--- src/rtl/rf_wb_arbiter_pkg.sv ---
// rf_wb_arbiter_pkg: shared writeback constants, request struct and one-hot helper for pend_mask
package rf_wb_arbiter_pkg;
  localparam int XLEN = 32;
  localparam int RW = 5;
  typedef struct packed {
    logic [RW-1:0] rd;
    logic [XLEN-1:0] data;
  } wb_req_t;
  function automatic logic [31:0] onehot32(input logic [RW-1:0] r);
    return 32'(1) << r;
  endfunction
endpackage

--- src/rtl/rf_wb_fifo.sv ---
// rf_wb_fifo: sync FIFO of {rd,data} (push/pop in, head/count out) exposing per-entry rd + valid for pend_mask
module rf_wb_fifo import rf_wb_arbiter_pkg::RW; #(
  parameter int W = 32,
  parameter int DEPTH = 2
) (
  input  logic clk,
  input  logic rst,
  input  logic push,
  input  logic pop,
  input  logic [RW-1:0] din_rd,
  input  logic [W-1:0] din_data,
  output logic [RW-1:0] head_rd,
  output logic [W-1:0] head_data,
  output logic [$clog2(DEPTH):0] count,
  output logic [DEPTH-1:0][RW-1:0] rds,
  output logic [DEPTH-1:0] vld
);
  localparam int AW = $clog2(DEPTH);
  localparam int CW = AW + 1;
  logic [AW-1:0] wptr, rptr;
  logic [DEPTH-1:0][W-1:0] mem;
  assign head_rd = rds[rptr];
  assign head_data = mem[rptr];
  always_ff @(posedge clk) begin
    if (rst) begin
      wptr <= '0;
      rptr <= '0;
      count <= '0;
      vld <= '0;
    end else begin
      if (push) begin
        rds[wptr] <= din_rd;
        mem[wptr] <= din_data;
        vld[wptr] <= 1'b1;
        wptr <= wptr + 1'b1;
      end
      if (pop) begin
        vld[rptr] <= 1'b0;
        rptr <= rptr + 1'b1;
      end
      count <= count + CW'(push) - CW'(pop);
    end
  end
endmodule

--- src/rtl/rf_wb_arbiter.sv ---
// rf_wb_arbiter: shares the RF write port between pipeline WB (p_*) and buffered long-latency results (m_*), driving rf_we/rf_a3/rf_wd and pend_mask
module rf_wb_arbiter import rf_wb_arbiter_pkg::RW; #(
  parameter int XLEN = 32,
  parameter int FIFO_DEPTH = 2,
  parameter int STARVE_LIMIT = 4
) (
  input  logic clk,
  input  logic rst,
  input  logic p_valid,
  input  logic [RW-1:0] p_rd,
  input  logic [XLEN-1:0] p_data,
  output logic p_ready,
  input  logic m_valid,
  input  logic [RW-1:0] m_rd,
  input  logic [XLEN-1:0] m_data,
  output logic m_ready,
  output logic rf_we,
  output logic [RW-1:0] rf_a3,
  output logic [XLEN-1:0] rf_wd,
  output logic [31:0] pend_mask
);
  import rf_wb_arbiter_pkg::onehot32;
  localparam int CW = $clog2(FIFO_DEPTH) + 1;
  localparam int SW = $clog2(STARVE_LIMIT + 1);
  logic [CW-1:0] count;
  logic [RW-1:0] head_rd;
  logic [XLEN-1:0] head_data;
  logic [FIFO_DEPTH-1:0][RW-1:0] rds;
  logic [FIFO_DEPTH-1:0] vld;
  logic [SW-1:0] starve_cnt;
  logic fc, force_f, pc, gnt_p, gnt_f, push;
  always_comb begin
    fc = count != '0;
    force_f = fc && starve_cnt == SW'(STARVE_LIMIT);
    pc = p_valid && p_rd != '0;
    gnt_p = pc && !force_f;
    gnt_f = fc && !gnt_p;
    p_ready = !rst && !force_f;
    m_ready = !rst && count != CW'(FIFO_DEPTH);
    push = m_valid && m_ready && m_rd != '0;
  end
  always_comb begin
    pend_mask = rf_we ? onehot32(rf_a3) : '0;
    for (int i = 0; i < FIFO_DEPTH; i++) pend_mask |= vld[i] ? onehot32(rds[i]) : '0;
    pend_mask[0] = 1'b0;
  end
  // a lost cycle implies !force_f, so starve_cnt is below the limit and cannot overflow
  always_ff @(posedge clk) begin
    if (rst) begin
      starve_cnt <= '0;
      rf_we <= 1'b0;
      rf_a3 <= '0;
      rf_wd <= '0;
    end else begin
      rf_we <= gnt_p || gnt_f;
      if (gnt_p || gnt_f) begin
        rf_a3 <= gnt_p ? p_rd : head_rd;
        rf_wd <= gnt_p ? p_data : head_data;
      end
      starve_cnt <= (gnt_f || !fc) ? '0 : starve_cnt + 1'b1;
    end
  end
  rf_wb_fifo #(.W(XLEN), .DEPTH(FIFO_DEPTH)) u_fifo (
    .clk(clk),
    .rst(rst),
    .push(push),
    .pop(gnt_f),
    .din_rd(m_rd),
    .din_data(m_data),
    .head_rd(head_rd),
    .head_data(head_data),
    .count(count),
    .rds(rds),
    .vld(vld)
  );
endmodule

--- config.mk ---
export PLATFORM = sky130hd
export DESIGN_NAME = rf_wb_arbiter
export DESIGN_NICKNAME = d
export VERILOG_FILES = /design/src/rtl/rf_wb_arbiter_pkg.sv /design/src/rtl/rf_wb_fifo.sv /design/src/rtl/rf_wb_arbiter.sv
export SDC_FILE = /design/constraint.sdc
export NUM_CORES = 1
export LEC_CHECK = 0
export ABC_AREA = 1
export BUFFER_PORTS_ARGS = -buffer_cell sky130_fd_sc_hd__buf_2
export CAP_MARGIN = 5
export CORE_ASPECT_RATIO = 0.7
export CORE_MARGIN = 1
export CORE_UTILIZATION = 45
export CTS_BUF_LIST = sky130_fd_sc_hd__clkbuf_4 sky130_fd_sc_hd__clkbuf_8
export DETAILED_ROUTE_END_ITERATION = 10
export PLACE_DENSITY = 0.72
export SYNTH_ARGS = -nofsm -noshare
export SYNTH_HDL_FRONTEND = slang
export SYNTH_SLANG_ARGS = --single-unit
--- constraint.sdc ---
create_clock -name clk -period 1.69 [get_ports clk]
set_input_delay 0.338 -clock clk [delete_from_list [all_inputs] [get_ports clk]]
set_output_delay 0.338 -clock clk [all_outputs]
set_load 0.02 [all_outputs]
## Word level (Yosys, flattened, before mapping)

Index checks and enable logic that the tools add are counted.

- Register bits after elaboration: 121
- Bits in latches: 0
- Bits in writable memories: 0
- ROM bits: 0
- Input port bits: 78
- Word-level logic and storage cells: 75
- Memories: 0

- $add $sub $neg: 5
- Multiply operators: 0
- Divide/modulo/power cells: 0
- $lt $le $gt $ge: 4
- Eq/ne operators: 2
- Shifts and indexed selects: 3
- Muxes and demuxes: 22
- Bitwise logic cells: 6
- Reductions and logical operators: 21

Operators by type and width:

| cell | count |
|---|---|
| 32-bit 2-to-1 mux | 7 |
| 1-bit by 5-bit << shifter with 32-bit output, first input constant | 3 |
| 64-bit bitwise mux | 1 |
| 32-bit bitwise OR | 2 |
| 32-bit demux with 1-bit select | 1 |
| 5-bit 2-to-1 mux | 4 |
| 10-bit bitwise mux | 1 |
| 1-bit logical AND | 10 |
| 5-bit nonzero test | 2 |
| 2-bit 2-to-1 mux | 3 |
| 5-bit demux with 1-bit select | 1 |
| 1-bit logical NOT | 4 |
| 1-bit by 2-bit less-than comparator with 1-bit output, second input constant | 2 |
| 3-bit by 1-bit adder with 3-bit output, second input constant | 1 |
| 3-bit equality test, second input constant | 1 |
| 1-bit adder, second input constant | 2 |
| 2-bit by 1-bit adder with 2-bit output | 1 |
| 2-bit bitwise AND | 1 |
| 1-bit demux with 1-bit select | 2 |
| 1-bit greater-or-equal comparator, second input constant | 2 |
| 1-bit logical OR | 2 |
| 1-bit 2-to-1 mux | 2 |
| 2-bit != test, second input constant | 1 |
| 2-bit inverter | 1 |
| 6 further kinds | 6 |

## Depth between registers and ports, before layout

- Depth in word-level cells: 9
- Mapped depth: 13

## Hierarchy

A second synthesis with hierarchy kept.

- Cells, all modules: 826
- Area, all modules: 6,221.0 um^2

By module, submodules not included:

| module | times used | cells an instance | area each (um^2) | seq. area each (um^2) |
|---|---|---|---|---|
| rf_wb_arbiter | 1 | 597 | 3,265.6 | 820.8 |
| rf_wb_fifo | 1 | 229 | 2,955.3 | 2,342.2 |

## Worst setup path after synthesis

No wires, ideal clock.

- Path kind: flip-flop to flip-flop
- Start point: register u_fifo.count[0]
- End point: register u_fifo.mem[32] (netlist bit) (enable)
- Arrival: 1,475 ps
- Data required time: 1,298 ps
- Setup slack: -177 ps
- Stages on the path, launching flop included: 6
- Clock period less this slack: 1,867 ps
- Path through: dfxtp_1 -> inv_1 -> nand2_1 -> and3_1 -> nand3_1 -> inv_1

- Longest elaborated chain between the ends: 5

Ends and longest elaborated chain:

| what | RTL line | source |
|---|---|---|
| start: declaration | rf_wb_fifo.sv:14 | `output logic [$clog2(DEPTH):0] count,` |
| start signal: assignment | rf_wb_fifo.sv:41 | `count <= count + CW'(push) - CW'(pop);` |
| 2-bit != test | rf_wb_arbiter.sv:39 | `m_ready = !rst && count != CW'(FIFO_DEPTH);` |
| 1-bit logical AND | rf_wb_arbiter.sv:39 |  |
| 1-bit logical AND (2 in a row) | rf_wb_arbiter.sv:40 | `push = m_valid && m_ready && m_rd != '0;` |
| 2-bit AND reduction (no line) | -- |  |
| end signal: indexed assignment | rf_wb_fifo.sv:33 | `mem[wptr] <= din_data;` |
| end: declaration | rf_wb_fifo.sv:21 | `logic [DEPTH-1:0][W-1:0] mem;` |

Every way passes these cells.
A chain may end at the register's enable or synchronous reset.

## Worst setup path after layout

- Start point: register u_fifo.rds[7] (netlist bit)
- End point: output pend_mask[29]

- Longest elaborated chain between the ends: 3

Ends and longest elaborated chain:

| what | RTL line | source |
|---|---|---|
| start: declaration | rf_wb_fifo.sv:15 | `output logic [DEPTH-1:0][RW-1:0] rds,` |
| start signal: indexed assignment | rf_wb_fifo.sv:32 | `rds[wptr] <= din_rd;` |
| 1-bit by 5-bit << shifter with 32-bit output | rf_wb_arbiter_pkg.sv:10 | `return 32'(1) << r;` |
| 32-bit 2-to-1 mux | rf_wb_arbiter.sv:44 | `for (int i = 0; i < FIFO_DEPTH; i++) pend_mask \|= vld[i] ? onehot32(rds[i]) : '0;` |
| 32-bit bitwise OR | rf_wb_arbiter.sv:44 |  |
| end: declaration | rf_wb_arbiter.sv:20 | `output logic [31:0] pend_mask` |

Every way passes these cells.

==> flow_summary.yaml <==
run_status:
  outcome: "finished with violations"
  violations: "negative setup slack"
floorplan:
  initial_utilization_pct: 46.2
  io_pins: 150
  num_rows: 34
  dieArea_mm2: 0.0132
  core_mm2: 0.0124
  die_h_um: 96.5
  die_w_um: 137
setup_path:
  crit_family: "flip-flops"
  path_cells: "clkinv_4 > nor4_4 > buf_4 > nand2_2 > nand3_2 > buf_6"
  critPathSlowestCell: "edfxtp_1"
  cpPeakStageDelay_ps: 540
  cp.arrival_ps: 1910
  critical_path_peak_fanout: 6
  worstRegToRegCells: 15
  crit_buf_inv: 3
  rrSetupSlack_ps: -220
  crit_required_ps: 1350
  end_kind: "output port"
  r2r-end: "rf_wd[11]"
  r2r-start: "starve_cnt[1]"
  critPathKind: "reg -> out"
  cp-start-kind: "flop"
cells_and_area:
  fill_cells: 800
  drive_gt1_share_pct: 52.0
  syn2layout_area_growth_pct: 66.6
  utilization_pct: 77.0
  seq_area_mm2: 0.00318
  multi_input_area_mm2: 0.00332
  antennaDiodeCount: 0
  fin_nets: 1010
  finish.instance_area_mm2: 0.00957
synth:
  synth_flop_cell: "edfxtp_1"
  ys_seq_elements: 121
  yosysTopAreaCellShare_pct: 38.7
  yosysSeqAreaShare_pct: 55.1
  synth_area_mm2: 0.00574
  syn_area_per_cell_um2: 8.44
  ys_async_sr_fraction_pct: 0
  ys_types: 28
  yosysWarningCount: 0
  synth_fp_nets: 761
  yosys-top-cells-count: "nand2_1, nand3_1, edfxtp_1, dfxtp_1, nor3_1"
  syn_inst: 680
  yosysMostFrequentCell: "nand2_1"
  synth.area.top_cells: "edfxtp_1, nand2_1, dfxtp_1, nand3_1, nor4_1"
  synth_edf_count: 74
  yosysTopAreaCell: "edfxtp_1"
hold_path:
  holdCritPathClass: "in -> reg"
  worstHoldPathCells: 1
  hold_start: "m_data[26]"
  worstHoldEndpoint: "u_fifo.mem[26]"
global_routing:
  grt_pass1_vias: 5726
  grt_pass1_wl_mm: 29.8
  gr-total-overflow: 0
  grt_util_all_layers_pct: 30.7
  grt_max_degree: 34
  antenna_found_initial: 0
cts:
  clkTransAtPathRegs_ps: 80
  postCtsHoldBufs: 0
  clk_latency_ps: 440
  cts-root-buf: "clkbuf_8"
  clock-sinks: 121
  cts_buffer_depth: 2
  cts_tree: "done"
  htreeDepth: 4
  cts_made_buffers: 17
route:
  remaining_drc_errors: 0
  avgViaCountPerCell: 5.50
  vias: 6068
  wl_mm: 21.3
  dr.pass1.iters: 5
  drt_iter0_markers: 486
  routedWlPerCell_um: 19.3
  ant_nets: 0
job:
  max_cap_viol_count: 0
pwr:
  ir_worst_vdd_mv: 0.819
  p_per_area_mw_per_mm2: 806
  p_leak_nw: 4.31
sta:
  finalWorstSetupSlack_ps: -559
  min_period_over_period_pct: 133
  clock_skew_ps: 19.3
  rsz0062_at_grt: "yes"
  finalSetupViolations: 73
  hold_viol: 0
  fmax_mhz: 445
  fin_crit_ps: 2250
  drv_slew: 0
placed_design:
  hpwl_mm: 11.6
  dpl-instance-area_mm2: 0.00713
  portBuffers: 148
  gp_congestion: 0.910
  dp_slack_ps: -232
## how the worst max path moves through the flow
stage          slack (ps)       startpoint              to  depth (start not counted)
2_1_floorplan         -10  u_fifo.count[0]  u_fifo.mem[32]                          5
3_3_place_gp         -110    starve_cnt[1]        rf_wd[9]                          9
3_5_place_dp         -230    starve_cnt[1]       rf_wd[29]                          9
4_1_cts              -380    u_fifo.rds[7]   pend_mask[18]                          5
5_1_grt              -650         rf_a3[3]    pend_mask[8]                          5
6_report             -560    u_fifo.rds[7]   pend_mask[29]                          6
## metal layers
layer | track usage [%] | vias to the layer above | wire length [um]
li1 | - | 2799 | -
met1 | 42.6 | 2905 | 8930
met2 | 48.3 | 309 | 10100
met3 | 5.69 | 55 | 1780
met4 | 11.0 | 0 | 505
met5 | 0 | - | 0
## registers in the layout, summed over array words and instances (netlist names)
signal,count
u_fifo.count,2
rf_wd,32
u_fifo.wptr,1
rf_a3,5
starve_cnt,3
u_fifo.rptr,1
u_fifo.rds,10
rf_we,1
u_fifo.mem,64
u_fifo.vld,2
## area by class of cell
type                       count  share of cell area [%]
multi-input combinational    495                    34.7
inverter                      32                    1.78
clock buffer                  18                    2.52
timing repair buffer         259                    23.5
tap                          162                    2.12
clock inverter                14                    2.03
timing repair inverter         3                   0.157
sequential                   121                    33.2
## timing repair
action | CTS | global route
pin swaps | 70 | 57
setup buffers | 35 | 8
gates cloned | 11 | 3
gates resized for setup | 251 | 101
endpoints found under the setup margin | 68 | 87
## worst reg2reg max path, cell delays in order (launching register included)
cell,delay (ps)
dfxtp_2,340
inv_2,40
ha_4,150
nand2_4,50
nor2_4,40
nor2_4,140
nand2_4,70
buf_6,130
buf_6,110
buf_6,110
buf_6,110
a21oi_4,130
buf_12,150
buf_16,150
nand3_2,70
nand2_1,60
## per-stage QoR
step | power [mW] | TNS (ps) | std cells | hold slack [ps]
global route | 7.99 | -25290 | 1104 | 61.4
finish | 7.71 | -18960 | 1104 | 85.0
floorplan | 3.96 | -369 | 680 | 406
detailed placement | 4.38 | -7120 | 1024 | 436
CTS | 7.57 | -17010 | 1098 | 66.2
global placement | 4.36 | -3360 | 1024 | 432
## cells by family after synthesis
group / Yosys count / share of synthesized area, %
and+or+nand+nor: 474 / 37.3
adders and majority gates: 3 / 0.654
DFF: 121 / 55.1
other: 1 / 0.0653
buffers and inverters: 65 / 5.23
AOI/OAI and AO/OA: 15 / 1.50
xor gates and xnor gates: 1 / 0.153
## where the power goes
part / switching, mW / total [mW] / internal [mW]
logic: 0.838 / 1.45 / 0.608
registers: 0.0997 / 3.39 / 3.29
clock network: 1.25 / 2.88 / 1.63
## placed cells by master, fill, tap and decap left out, types with 6 or more instances in the layout
master	n
or2_1	19
buf_12	13
or2_2	9
clkinv_4	6
nand2_1	203
buf_4	52
nor3_4	11
dfxtp_1	40
clkinvlp_4	7
buf_6	68
nand2_4	17
nor2_1	15
inv_1	15
clkbuf_8	17
nor3_2	9
edfxtp_1	74
nor2_4	8
nor4_4	17
nand3_1	57
nand2_2	35
nand3_2	48
buf_2	116
buf_16	7
(Power assumes the default switching activity.)
